**config.mk**
```make
export PLATFORM = sky130hd
export DESIGN_NAME = sound_scheduler
export DESIGN_NICKNAME = d
export VERILOG_FILES = /design/src/rtl/sound_scheduler.sv
export SDC_FILE = /design/constraint.sdc
export NUM_CORES = 1
export LEC_CHECK = 0
export BUFFER_PORTS_ARGS = -buffer_cell sky130_fd_sc_hd__clkbuf_2
export CELL_PAD_IN_SITES_DETAIL_PLACEMENT = 1
export CELL_PAD_IN_SITES_GLOBAL_PLACEMENT = 2
export CORE_MARGIN = 2
export CORE_UTILIZATION = 38
export CTS_BUF_LIST = sky130_fd_sc_hd__clkbuf_16
export CTS_CLUSTER_SIZE = 10
export DETAILED_ROUTE_END_ITERATION = 6
export PLACE_DENSITY = 0.9
export REMOVE_ABC_BUFFERS = 1
export SLEW_MARGIN = 20
export SYNTH_ARGS = -nofsm -noshare
export SYNTH_HDL_FRONTEND = slang
export SYNTH_SLANG_ARGS = --single-unit
```
**constraint.sdc**
```tcl
create_clock -name CLK_DRV -period 4.14 [get_ports CLK_DRV]
set_clock_uncertainty 0.2 [all_clocks]
set_input_delay 0 -clock CLK_DRV [delete_from_list [all_inputs] [get_ports CLK_DRV]]
set_output_delay 0 -clock CLK_DRV [all_outputs]
set_load 0.01 [all_outputs]
```
**src/rtl/sound_scheduler.sv**
```systemverilog
`default_nettype none
// ============================================================================
// Module   : sound_scheduler
// Purpose  : Arbitrates four sound sources (free game, brick, paddle, side
//            wall) onto a single set of tone-generator gates.  Each source
//            plays for a fixed number of milliseconds.  A higher-priority
//            source pre-empts, a same-source hit retriggers, and lower-priority
//            hits are remembered and played afterwards.
//            Priority: FREE > BRICK > PADDLE > WALL.
// Ports    : CLK_DRV      in   clock, rising edge
//            RESET        in   asynchronous active-high reset
//            BRICK_HIT_N  in   brick hit strobe, falling edge = event
//            VB_HIT_N     in   side-wall hit strobe, falling edge = event
//            BP_HIT_N     in   paddle hit strobe, falling edge = event
//            FREE_GAME    in   free-game award, rising edge = event
//            ATTRACT_N    in   low = attract mode (only FREE may sound)
//            BRICK_EN     out  brick tone gate
//            VB_EN        out  wall tone gate
//            P_EN         out  paddle tone gate
//            FREE_EN      out  free-game tone gate
//            BUSY         out  any gate high
//            BRICK_PEND   out  brick hits waiting to be played
//            DROP         out  one-cycle pulse when a brick hit is discarded
// Revision : 1.0 - initial release
// ============================================================================
module sound_scheduler #(
    parameter int CLK_PER_MS = 57273,
    parameter int BRICK_MS   = 23,
    parameter int WALL_MS    = 23,
    parameter int PADDLE_MS  = 10,
    parameter int FREE_MS    = 250,
    parameter int QDEPTH_W   = 4
) (
    input  logic                CLK_DRV,
    input  logic                RESET,
    input  logic                BRICK_HIT_N,
    input  logic                VB_HIT_N,
    input  logic                BP_HIT_N,
    input  logic                FREE_GAME,
    input  logic                ATTRACT_N,
    output logic                BRICK_EN,
    output logic                VB_EN,
    output logic                P_EN,
    output logic                FREE_EN,
    output logic                BUSY,
    output logic [QDEPTH_W-1:0] BRICK_PEND,
    output logic                DROP
);

    // Source codes double as priority: a smaller code is a higher priority.
    localparam logic [1:0] C_SRC_FREE   = 2'd0;
    localparam logic [1:0] C_SRC_BRICK  = 2'd1;
    localparam logic [1:0] C_SRC_PADDLE = 2'd2;
    localparam logic [1:0] C_SRC_WALL   = 2'd3;

    // Counter is sized for the longest play of any source.
    localparam int C_MAX_BW  = (BRICK_MS > WALL_MS) ? BRICK_MS : WALL_MS;
    localparam int C_MAX_PF  = (PADDLE_MS > FREE_MS) ? PADDLE_MS : FREE_MS;
    localparam int C_MAX_MS  = (C_MAX_BW > C_MAX_PF) ? C_MAX_BW : C_MAX_PF;
    localparam int C_MAX_CYC = C_MAX_MS * CLK_PER_MS;
    localparam int C_CNT_W   = $clog2(C_MAX_CYC + 1);

    localparam logic [C_CNT_W-1:0] C_LOAD_FREE   = C_CNT_W'(FREE_MS   * CLK_PER_MS - 1);
    localparam logic [C_CNT_W-1:0] C_LOAD_BRICK  = C_CNT_W'(BRICK_MS  * CLK_PER_MS - 1);
    localparam logic [C_CNT_W-1:0] C_LOAD_PADDLE = C_CNT_W'(PADDLE_MS * CLK_PER_MS - 1);
    localparam logic [C_CNT_W-1:0] C_LOAD_WALL   = C_CNT_W'(WALL_MS   * CLK_PER_MS - 1);
    localparam logic [QDEPTH_W-1:0] C_PEND_MAX   = '1;

    typedef enum logic [0:0] {
        ST_IDLE = 1'b0,
        ST_PLAY = 1'b1
    } state_t;

    state_t               r_state;
    state_t               w_state_nxt;
    logic [1:0]           r_cur;
    logic [1:0]           w_cur_nxt;
    logic [C_CNT_W-1:0]   r_cnt;
    logic [C_CNT_W-1:0]   w_cnt_nxt;
    logic                 r_pend_p;
    logic                 w_pend_p_nxt;
    logic                 r_pend_w;
    logic                 w_pend_w_nxt;
    logic [QDEPTH_W-1:0]  r_brick_pend;
    logic [QDEPTH_W-1:0]  w_brick_pend_nxt;
    logic                 r_drop;
    logic                 w_drop_nxt;

    // Input history: *_q is the latest registered sample, *_p the one before.
    logic r_brick_q, r_brick_p, r_vb_q, r_vb_p, r_bp_q, r_bp_p;
    logic r_free_q, r_free_p, r_attract_n_q;

    logic [3:0] w_ev;        // events indexed by source code
    logic [3:0] w_req;       // events plus remembered requests
    logic [3:0] w_taken;     // source started/retriggered this edge
    logic [3:0] w_left;      // events that must be remembered
    logic [1:0] w_sel;
    logic [1:0] w_hi;
    logic       w_inc;
    logic       w_dec;

    function automatic logic [1:0] f_first(input logic [3:0] v);
        logic [1:0] idx;
        idx = 2'd3;
        for (int i = 3; i >= 0; i--) begin
            if (v[i]) idx = 2'(i);
        end
        return idx;
    endfunction

    function automatic logic [C_CNT_W-1:0] f_load(input logic [1:0] src);
        logic [C_CNT_W-1:0] v;
        case (src)
            C_SRC_FREE:   v = C_LOAD_FREE;
            C_SRC_BRICK:  v = C_LOAD_BRICK;
            C_SRC_PADDLE: v = C_LOAD_PADDLE;
            default:      v = C_LOAD_WALL;
        endcase
        return v;
    endfunction

    // In attract mode only the free-game source may raise an event, and
    // remembered requests are invisible until the queues have been flushed.
    assign w_ev[C_SRC_FREE]   = r_free_q & ~r_free_p;
    assign w_ev[C_SRC_BRICK]  = r_attract_n_q & r_brick_p & ~r_brick_q;
    assign w_ev[C_SRC_PADDLE] = r_attract_n_q & r_bp_p & ~r_bp_q;
    assign w_ev[C_SRC_WALL]   = r_attract_n_q & r_vb_p & ~r_vb_q;

    assign w_req = w_ev | (r_attract_n_q ? {r_pend_w, r_pend_p, |r_brick_pend, 1'b0} : 4'b0);

    always_comb begin
        w_state_nxt      = r_state;
        w_cur_nxt        = r_cur;
        w_cnt_nxt        = r_cnt;
        w_pend_p_nxt     = r_pend_p;
        w_pend_w_nxt     = r_pend_w;
        w_brick_pend_nxt = r_brick_pend;
        w_drop_nxt       = 1'b0;
        w_taken          = 4'b0;
        w_dec            = 1'b0;
        w_sel            = f_first(w_req);
        w_hi             = f_first(w_ev);

        case (r_state)
            ST_IDLE: begin
                if (|w_req) begin
                    w_state_nxt    = ST_PLAY;
                    w_cur_nxt      = w_sel;
                    w_cnt_nxt      = f_load(w_sel);
                    w_taken[w_sel] = 1'b1;
                    // A fresh brick hit starts directly; only a queued one is consumed.
                    w_dec = (w_sel == C_SRC_BRICK) && !w_ev[C_SRC_BRICK];
                    if (w_sel == C_SRC_PADDLE) w_pend_p_nxt = 1'b0;
                    if (w_sel == C_SRC_WALL)   w_pend_w_nxt = 1'b0;
                end
            end
            ST_PLAY: begin
                if (!r_attract_n_q && (r_cur != C_SRC_FREE) && !w_ev[C_SRC_FREE]) begin
                    w_state_nxt = ST_IDLE;
                end else if (|w_ev && (w_hi < r_cur)) begin
                    // Pre-emption: the old source is simply abandoned.
                    w_cur_nxt     = w_hi;
                    w_cnt_nxt     = f_load(w_hi);
                    w_taken[w_hi] = 1'b1;
                end else if (|w_ev && (w_hi == r_cur) && (w_hi != C_SRC_BRICK)) begin
                    // Retrigger; brick hits queue instead so each one is heard.
                    w_cnt_nxt     = f_load(w_hi);
                    w_taken[w_hi] = 1'b1;
                end else if (r_cnt == '0) begin
                    w_state_nxt = ST_IDLE;
                end else begin
                    w_cnt_nxt = r_cnt - C_CNT_W'(1);
                end
            end
            default: w_state_nxt = ST_IDLE;
        endcase

        w_left = w_ev & ~w_taken;
        w_inc  = w_left[C_SRC_BRICK];
        if (w_left[C_SRC_PADDLE]) w_pend_p_nxt = 1'b1;
        if (w_left[C_SRC_WALL])   w_pend_w_nxt = 1'b1;

        if (!r_attract_n_q) begin
            w_pend_p_nxt     = 1'b0;
            w_pend_w_nxt     = 1'b0;
            w_brick_pend_nxt = '0;
        end else if (w_inc && !w_dec) begin
            if (r_brick_pend == C_PEND_MAX) w_drop_nxt = 1'b1;
            else                            w_brick_pend_nxt = r_brick_pend + QDEPTH_W'(1);
        end else if (w_dec && !w_inc) begin
            w_brick_pend_nxt = r_brick_pend - QDEPTH_W'(1);
        end
    end

    always_ff @(posedge CLK_DRV or posedge RESET) begin
        if (RESET) begin
            // History preset to idle levels so release never looks like an edge.
            r_brick_q     <= 1'b1;
            r_brick_p     <= 1'b1;
            r_vb_q        <= 1'b1;
            r_vb_p        <= 1'b1;
            r_bp_q        <= 1'b1;
            r_bp_p        <= 1'b1;
            r_free_q      <= 1'b0;
            r_free_p      <= 1'b0;
            r_attract_n_q <= 1'b1;
            r_state       <= ST_IDLE;
            r_cur         <= C_SRC_FREE;
            r_cnt         <= '0;
            r_pend_p      <= 1'b0;
            r_pend_w      <= 1'b0;
            r_brick_pend  <= '0;
            r_drop        <= 1'b0;
        end else begin
            r_brick_q     <= BRICK_HIT_N;
            r_brick_p     <= r_brick_q;
            r_vb_q        <= VB_HIT_N;
            r_vb_p        <= r_vb_q;
            r_bp_q        <= BP_HIT_N;
            r_bp_p        <= r_bp_q;
            r_free_q      <= FREE_GAME;
            r_free_p      <= r_free_q;
            r_attract_n_q <= ATTRACT_N;
            r_state       <= w_state_nxt;
            r_cur         <= w_cur_nxt;
            r_cnt         <= w_cnt_nxt;
            r_pend_p      <= w_pend_p_nxt;
            r_pend_w      <= w_pend_w_nxt;
            r_brick_pend  <= w_brick_pend_nxt;
            r_drop        <= w_drop_nxt;
        end
    end

    assign BUSY       = (r_state == ST_PLAY);
    assign FREE_EN    = BUSY && (r_cur == C_SRC_FREE);
    assign BRICK_EN   = BUSY && (r_cur == C_SRC_BRICK);
    assign P_EN       = BUSY && (r_cur == C_SRC_PADDLE);
    assign VB_EN      = BUSY && (r_cur == C_SRC_WALL);
    assign BRICK_PEND = r_brick_pend;
    assign DROP       = r_drop;

endmodule
`default_nettype wire

```
Word level (Yosys, flattened, before mapping)
Index checks and enable logic that the tools add are counted.
Storage, ports and cells
  output and inout port bits: 10
  word-level logic and storage cells: 146
  register bits after elaboration: 43
  input port bits: 7
Operators by class
  bitwise operators: 15
  equality and inequality tests: 22
  add/subtract/negate cells: 3
  reduce and logical (&&, ||, !) cells: 32
  $lt $le $gt $ge: 5
  mux-type cells: 53
Operators by type and width (number)
  $pmux 24 s2: 3
  $mux 24: 5
  $mux 4: 9
  $logic_not 24->1: 1
  $mux 1: 24
  $sub 24x1->24 const B: 1
  $ne 3x1->1 const B: 5
  $logic_and 1x1->1: 14
  $mux 2: 7
  $reduce_and 3->1: 4
  $reduce_or 4->1: 3
  $eq 2x2->1 const B: 5
  $pmux 4 s2: 1
  $and 1x1->1: 7
  $logic_not 2->1: 3
  $lt 2x3->1 const B: 2
  $ne 3x2->1 const B: 2
  $logic_not 1->1: 5
  $not 1->1: 5
  $add 4x1->4 const B: 1
  $and 4x4->4: 1
  $demux 1 s2: 2
  $eq 2x1->1 const B: 2
  $eq 4x4->1 const B: 1
  other kinds (14): 17

Logic depth before layout (Yosys ltp)
Gate-level depths: netlist of run 1.
  depth in word-level cells: 20
  gate-level depth with buffers: 14
  mapped depth without buffers: 14

Worst setup path before layout of run 1
OpenSTA, ideal clock, no wires.
  kind: register -> register
  start: register r_attract_n_q
  end: register r_brick_pend[3], in the netlist BRICK_PEND[3]
  buffers on the path: 1
  stages on the path, launching flop included: 15
  setup time: 118 ps
  required time: 3822 ps
  setup slack: 600 ps
  data arrival time: 3222 ps
  clock period less this slack: 3540 ps
  cells stage by stage: dfstp_2 clkbuf_1 and3b_1 nor2_1 ha_1 nor2b_1 o21ai_0 a21oi_1 inv_1 ha_1 a21o_1 a21oi_1 mux2i_1 xnor2_1 a21o_1
Between the ends
  longest elaborated chain between the ends: 19
  elaborated cells on any way between the ends: 56
  those cells by class: 5 x order compare; 5 x eq/ne; 20 x mux; 9 x bitwise; 17 x reduce/logical
RTL lines
  start, declared: line 91  | logic r_free_q, r_free_p, r_attract_n_q;
  start signal, assigned: line 206  | r_attract_n_q <= 1'b1;
  start signal, assigned: line 223  | r_attract_n_q <= ATTRACT_N;
  $and 1x1->1 (2 in a row): line 126  | assign w_ev[C_SRC_PADDLE] = r_attract_n_q & r_bp_p & ~r_bp_q;
  $mux 1: line 106  | if (v[i]) idx = 2'(i);
  $mux 2 (2 in a row): line 106
  $lt 2x3->1 (implied by the code) / $ge 2x1->1 (equally long branches): line 164, 168
  $logic_and 1x1->1 (implied by the code): line 164, 168
  $mux 1 (implied by the code): line 164, 168
  $demux 1 s2: line 164, 168
  $mux 4: line 165  | end else if (|w_ev && (w_hi == r_cur) && (w_hi != C_SRC_BRICK)) begin
  $mux 4: line 160  | end else if (|w_ev && (w_hi < r_cur)) begin
  $mux 4: line 158  | if (!r_attract_n_q && (r_cur != C_SRC_FREE) && !w_ev[C_SRC_FREE]) begin
  $pmux 4 s2: line 144  | case (r_state)
  $not 4->4: line 178  | w_left = w_ev & ~w_taken;
  $and 4x4->4: line 178
  $logic_not 1->1: line 190  | end else if (w_dec && !w_inc) begin
  $logic_and 1x1->1: line 190
  $ne 3x1->1 (no source line)
  $reduce_and 2->1 (no source line)
  end signal, assigned: line 229  | r_brick_pend <= w_brick_pend_nxt;
  end, declared: line 84  | logic [QDEPTH_W-1:0] r_brick_pend;
Several ways; a longest one is shown, not always the timed one.
A chain may end at the register's enable or synchronous reset.

Worst setup path after layout of run 1
Same ends and word-level chain as after synthesis.

==> results of run 1 <==
-- layout by cell type, fill, tap and decap left out, drive strengths merged, types with 2 or more instances in the layout --
cell type | Yosys | final
clkbuf | 10 | 21
nor3b | 3 | 3
o31ai | 4 | 4
ha | 5 | 5
a21oi | 23 | 23
a21o | 4 | 4
inv | 20 | 21
a31oi | 13 | 13
or3 | 4 | 4
o22ai | 5 | 5
and3 | 4 | 4
clkinv | 0 | 2
a31o | 2 | 2
dfstp | 7 | 7
buf | 5 | 6
o2bb2ai | 6 | 6
dfrtp | 36 | 36
and2 | 4 | 4
dlygate4sd3 | 0 | 6
o22a | 7 | 7
nand4b | 2 | 2
o211ai | 2 | 2
nor4 | 7 | 7
nor2 | 20 | 20
nand3 | 9 | 9
xnor2 | 2 | 2
nor2b | 4 | 4
o41ai | 2 | 2
o21a | 6 | 6
nand2 | 18 | 18
nand2b | 4 | 4
nor3 | 9 | 9
a211o | 3 | 3
mux2i | 3 | 3
o21ai | 23 | 23
-- report_power, final --
part	switching, W	total [W]	internal (W)	leakage, nW
Sequential	0.000202	0.000758	0.000556	0.506
Combinational	0.000586	0.000986	0.000400	0.668
Clock	0.000164	0.000382	0.000218	0.0762
Total	0.000952	0.00213	0.00117	1.25
-- cell families (layout without fill, tap and decap cells) --
group / Yosys count / in the layout / synth area share
xor gates and xnor gates: 2 / 2 / 0.00665
buffers and inverters: 35 / 56 / 0.0532
adders and majority gates: 6 / 6 / 0.0313
AOI/OAI and AO/OA: 110 / 110 / 0.281
DFF: 43 / 43 / 0.412
and+or+nand+nor: 95 / 95 / 0.205
muxes: 3 / 3 / 0.0114
-- metrics by stage --
stage / std cells / total power, W
2_1_floorplan: 279 / 0.00141
3_3_place_gp: 381 / 0.00169
3_5_place_dp: 381 / 0.00173
4_1_cts: 395 / 0.00213
5_1_grt: 395 / 0.00230
6_report: 395 / 0.00213
-- worst max-delay path by stage --
| stage | slack, ns | from | depth (start not counted) | endpoint |
|---|---|---|---|---|
| after CTS | 0.34 | r_attract_n_q$_DFF_PP1_ | 13 | BRICK_PEND[3]$_DFFE_PP0P_ |
| after global routing | 0.02 | r_attract_n_q$_DFF_PP1_ | 13 | BRICK_PEND[3]$_DFFE_PP0P_ |
| after floorplan | 0.60 | r_bp_p$_DFF_PP1_ | 10 | r_cnt[21]$_DFFE_PP0P_ |
| after detailed placement | 0.39 | r_attract_n_q$_DFF_PP1_ | 13 | BRICK_PEND[3]$_DFFE_PP0P_ |
| after global placement | 0.55 | r_free_q$_DFF_PP0_ | 13 | BRICK_PEND[3]$_DFFE_PP0P_ |
| final | 0.34 | r_attract_n_q$_DFF_PP1_ | 13 | BRICK_PEND[3]$_DFFE_PP0P_ |
-- worst max-delay path, delay by kind of cell (launching register included) --
kind,cells,cell delay [ns]
compound gates,6,1.21
xor+xnor,1,0.09
fa+ha+maj,2,0.55
buf+inv,1,0.09
flops,1,0.68
mux,1,0.25
simple gates,2,0.61
-- sequential cells by signal, indices dropped and copies added (netlist names) --
| register | flops |
|---|---|
| BRICK_PEND | 4 |
| r_cnt | 24 |
| r_vb_p | 1 |
| r_bp_p | 1 |
| r_attract_n_q | 1 |
| r_free_q | 1 |
| r_pend_p | 1 |
| r_bp_q | 1 |
| r_free_p | 1 |
| BUSY | 1 |
| DROP | 1 |
| r_vb_q | 1 |
| r_pend_w | 1 |
| r_brick_q | 1 |
| r_cur | 2 |
| r_brick_p | 1 |
-- layout make-up --
cell class | instances | area, um^2 | area share
Multi-Input combinational cell | 216 | 1410 | 0.471
Sequential cell | 43 | 1080 | 0.362
Timing Repair Buffer | 28 | 185 | 0.0619
Clock buffer | 5 | 125 | 0.0418
Tap cell | 80 | 100 | 0.0334
Inverter | 20 | 75.1 | 0.0251
Clock inverter | 3 | 12.5 | 0.00418
-- per-layer routing --
layer / GRT usage / up-vias
met5: 0 / -
met4: 0.0364 / 0
met3: 0.0360 / 4
met2: 0.371 / 38
met1: 0.280 / 1212
li1: - / 1138
==> results.toml, run 1 <==
[route]
wl_per_cell_um = 18.9
drt_wl_total_mm = 7.47
wl_met1_mm = 3.50
top_layer = "met4"
drc_errors = 0
dr.first_iter.drc_count = 160
first_pass_iters = 4
antenna_left = 0
wl_met3_um = 202
vias = 2392
route.met2.wl_mm = 3.72
routed_via_density = 6.06

[worst_setup_path]
worstPathRequired_ns = 4.12
crit_chain = "and3b_1, o21ai_0, ha_1, nor2b_1, o21ai_0, a21oi_1, inv_1, ha_1, a21o_1, a21oi_1, mux2i_1, xnor2_1, a21o_1"
end_kind = "flop"
timing.rr.end = "BRICK_PEND[3]$_DFFE_PP0P_"
slowest_delay_ns = 0.68
r2r_cells = 13
crit_type = "reg2reg"
crit_fanout = 14
r2r-start = "r_attract_n_q$_DFF_PP1_"
crit_path_start_kind = "flop"
cp_slowest_cell = "dfstp_2"
worstPathArrival_ns = 3.78
reg2reg_slack_ns = 0.34

[place]
gp_congestion = 0.807
hpwl_mm = 5.04
io_buffers = 16
post-place-ws_ns = 0.388
dpl_cell_area_um2 = 2800

[logic_synthesis]
synth_top_area_frac = 0.342
synthTopCellsByCount = "36 x dfrtp_1, 23 x a21oi_1, 23 x o21ai_0, 20 x nor2_1, 19 x inv_1"
synth.most_common_cell = "dfrtp_1"
synth_top_area_cell = "dfrtp_1"
ys_types = 61
ys.flop_type = "dfrtp_1"
synth_area_leaders = "dfrtp_1 34%, dfstp_2 7.0%, a21oi_1 4.4%, o21ai_0 4.4%, a31oi_1 3.1%"
async_reset_ff_frac = 1.00
synth_seq_cells = 43
synth_warnings = 0
synthCells = 294
synth_area_um2 = 2640
synth_edf_count = 0
syn_area_per_cell_um2 = 8.96
synth-seq-area-share = 0.412

[die]
dieArea_um2 = 7620
die_width_um = 87.3
io_pins = 17
num_rows = 30
fp.coreArea_um2 = 6760
die-height_um = 87.3
start_util = 0.390

[final_layout]
area_growth_pct = 13.6
fillCellCount = 806
n_antenna_cell = 0
final_core_util = 0.443
nets = 327
design_area_um2 = 2990
drive_gt1_frac = 0.149

[timing]
min_period_ns = 3.80
hold_ws_ns = 0.143
slew_headroom = 0.453
fin_tns_setup_ns = 0
max_freq_mhz = 263
hold_viol_final = 0
finalWorstSetupSlack_ns = 0.337
setup_viol = 0
worst_slew_pin_slew_ns = 0.820
rsz0062_at_grt = "no"
slew_violations = 0
min_period_over_period = 0.919

[worst_hold_path]
worstHoldPathType = "in2reg"
hold_start = "VB_HIT_N"
min_to = "r_vb_q$_DFF_PP1_"
hold_depth = 2

[clock_tree]
post_cts_resized = 0
cts_hold_buf = 6
root_buffer = "clkbuf_16"
cts.sinks = 43
cts_tree = "yes"
numCtsBuffers = 5
htreeDepth = 2
clkTransAtPathRegs_ns = 0.06
clk_path_buf_depth = 2
insertion_delay_ns = 0.28
cts_setup_buffers = 0

[power]
p_per_area_nw_per_um2 = 710
irDropWorstVdd_uv = 228
leakagePower_nw = 1.25

[grt]
grt_pass1_wl_mm = 12.6
grt_antenna_before_repair = 0
gr-usage-all-layers = 0.213
overflow = 0
grt_pass1_vias = 2463
grt_max_degree = 44

[status]
status = "complete, no violations"

[run]
drv_cap = 0
(Power assumes the default switching activity.)
==> inputs of run 2 (changes only) <==
- CORE_ASPECT_RATIO: unset -> 1.25
==> run 2 against run 1 <==
Via count is 0.67% lower. Register-to-register slack improved by 0.18 ns. Critical path depth shrank 2. Final cell count grew 2.5%. Count of clock-buffer cells in the layout unchanged. Worst setup slack better by 0.18 ns. Sequential cell count is the same. Global-route usage up 0.16 points. Critical path type unchanged. Routed wire length fell by 0.50%. Sequential power is 4.6% lower. First-iteration DRC count is 52% lower. Total power rose by 6.9%. Highest routed layer unchanged.
==> results.toml, run 2 (synthesis gave the netlist of run 1 again) <==
[status]
status = "complete, no violations"

[power]
p_clk_frac = 0.230
combPwrFrac = 0.451
irDropWorstVdd_uv = 264
p_sw_frac = 0.421
leakagePower_nw = 1.28
p_per_area_nw_per_um2 = 738
intPower_w = 0.00132
power_switching_w = 0.000956
pwr-share-seq = 0.318

[clock_tree]
root_buffer = "clkbuf_16"
cts_tree = "yes"
insertion_delay_ns = 0.29
cts_setup_buffers = 0
clkTransAtPathRegs_ns = 0.06
htreeDepth = 2
clk_path_buf_depth = 2
numCtsBuffers = 5
post_cts_resized = 0
cts.sinks = 43

[final_layout]
largest_register = "r_cnt"
largest_reg_flops = 24
layout.cells.most_common = "dfrtp_1"
multi_input_comb_area_um2 = 1410
area_growth_pct = 16.9
n_antenna_cell = 0
regArea_um2 = 1080
nets = 330
fillCellCount = 784
layout_common_cells = "36 x dfrtp_1, 23 x o21ai_0, 23 x a21oi_1"
drive_gt1_frac = 0.164
design_area_um2 = 3080

[route]
drc_errors = 0
routed_via_density = 5.87
dr.first_iter.drc_count = 77
first_pass_iters = 4
wl_per_cell_um = 18.3
drt_wl_total_mm = 7.43
antenna_left = 0
vias = 2376

[die]
start_util = 0.396
num_rows = 33
die_width_um = 78.5
die-height_um = 97.1
io_pins = 17
fp.coreArea_um2 = 6650
dieArea_um2 = 7620

[place]
gp_congestion = 0.873
dpl_cell_area_um2 = 2830
hpwl_mm = 4.98
io_buffers = 16

[worst_setup_path]
reg2reg_slack_ns = 0.51
r2r-start = "r_bp_p$_DFF_PP1_"
timing.rr.end = "r_cnt[3]$_DFFE_PP0P_"
worstPathArrival_ns = 3.65
crit_type = "reg2reg"
crit_fanout = 17
end_kind = "flop"
crit_path_start_kind = "flop"
r2r_cells = 11
worstPathRequired_ns = 4.17

[worst_hold_path]
worstHoldPathType = "in2reg"
hold_start = "BRICK_HIT_N"
min_to = "r_brick_q$_DFF_PP1_"
hold_depth = 2

[timing]
rsz0062_at_grt = "no"
slew_violations = 0
worst_slew_pin_slew_ns = 0.664
max_freq_mhz = 276
min_period_over_period = 0.876
slew_headroom = 0.551
hold_viol_final = 0
fin_tns_setup_ns = 0
setup_viol = 0
min_period_ns = 3.63

[grt]
grt_pass1_wl_mm = 12.9
overflow = 0
grt_antenna_before_repair = 0
gr-usage-all-layers = 0.214
grt_max_degree = 44
grt_pass1_vias = 2549

[run]
drv_cap = 0
==> run 2: cell count changes in the layout (fill, tap and decap cells not counted) <==
cell	previous run	this run
clkinvlp_4	0	1
bufinv_16	0	2
inv_1	20	18
buf_4	6	9
clkinv_2	1	0
==> run 2: routing by layer <==
layer  global-route usage  up-vias  share of wire
met1                0.255     1188           0.43
met5                    0        -              0
li1                     -     1145              -
met4               0.0864        0          0.024
met3               0.0390       13          0.023
met2                0.377       30           0.52
==> run 2: final cells by class <==
cell class / instances / area share
Timing Repair Buffer: 31 / 0.0675
Clock inverter: 3 / 0.0219
Inverter: 20 / 0.0244
Tap cell: 87 / 0.0354
Sequential cell: 43 / 0.352
Clock buffer: 5 / 0.0406
Multi-Input combinational cell: 216 / 0.458
==> run 2: repair_timing <==
action / in CTS / in global routing
hold buffers: 6 / 0
hold endpoints to repair: 41 / 0
endpoints found under the setup margin: 0 / 0
==> run 2: per-stage QoR <==
stage / setup WS [ns] / hold WS (ns) / util / power, W / std cells
floorplan: 0.599 / -0.196 / - / 0.00141 / 279
global placement: 0.610 / -0.110 / 0.425 / 0.00171 / 391
detailed placement: 0.572 / -0.111 / 0.425 / 0.00174 / 391
CTS: 0.530 / 0.137 / 0.463 / 0.00228 / 405
global route: 0.191 / 0.152 / 0.463 / 0.00245 / 405
finish: 0.514 / 0.145 / 0.463 / 0.00227 / 405
==> run 2: how the worst max path moves through the flow <==
| stage | start | to | slack (ns) | cells past startpoint |
|---|---|---|---|---|
| 6_report | r_bp_p$_DFF_PP1_ | r_cnt[3]$_DFFE_PP0P_ | 0.51 | 11 |
| 2_1_floorplan | r_bp_p$_DFF_PP1_ | r_cnt[21]$_DFFE_PP0P_ | 0.60 | 10 |
| 4_1_cts | r_bp_p$_DFF_PP1_ | r_cnt[3]$_DFFE_PP0P_ | 0.53 | 11 |
| 5_1_grt | r_bp_p$_DFF_PP1_ | r_cnt[9]$_DFFE_PP0P_ | 0.19 | 11 |
| 3_5_place_dp | r_bp_p$_DFF_PP1_ | r_cnt[2]$_DFFE_PP0P_ | 0.57 | 11 |
| 3_3_place_gp | r_bp_p$_DFF_PP1_ | r_cnt[2]$_DFFE_PP0P_ | 0.61 | 11 |
==> run 2: worst max-delay path, cell delays in order, from the launching register on <==
cell and delay [ns]:
dfstp_2 0.53, nor2b_1 0.35, nand2_1 0.13, o21ai_0 0.27, ha_1 0.21, nor2b_1 0.10, or3_1 0.34, a31o_1 0.35
and2_1 0.43, buf_4 0.25, a211o_2 0.33, nand2_1 0.06
==> run 2: power by group through the flow <==
stage               Sequential (W)  Combinational [W]  Clock [W]
finish                    0.000723            0.00103   0.000523
CTS                       0.000719            0.00103   0.000531
floorplan                 0.000716           0.000695          0
global placement          0.000718           0.000993          0
global route              0.000746            0.00116   0.000548
detailed placement        0.000722            0.00101          0
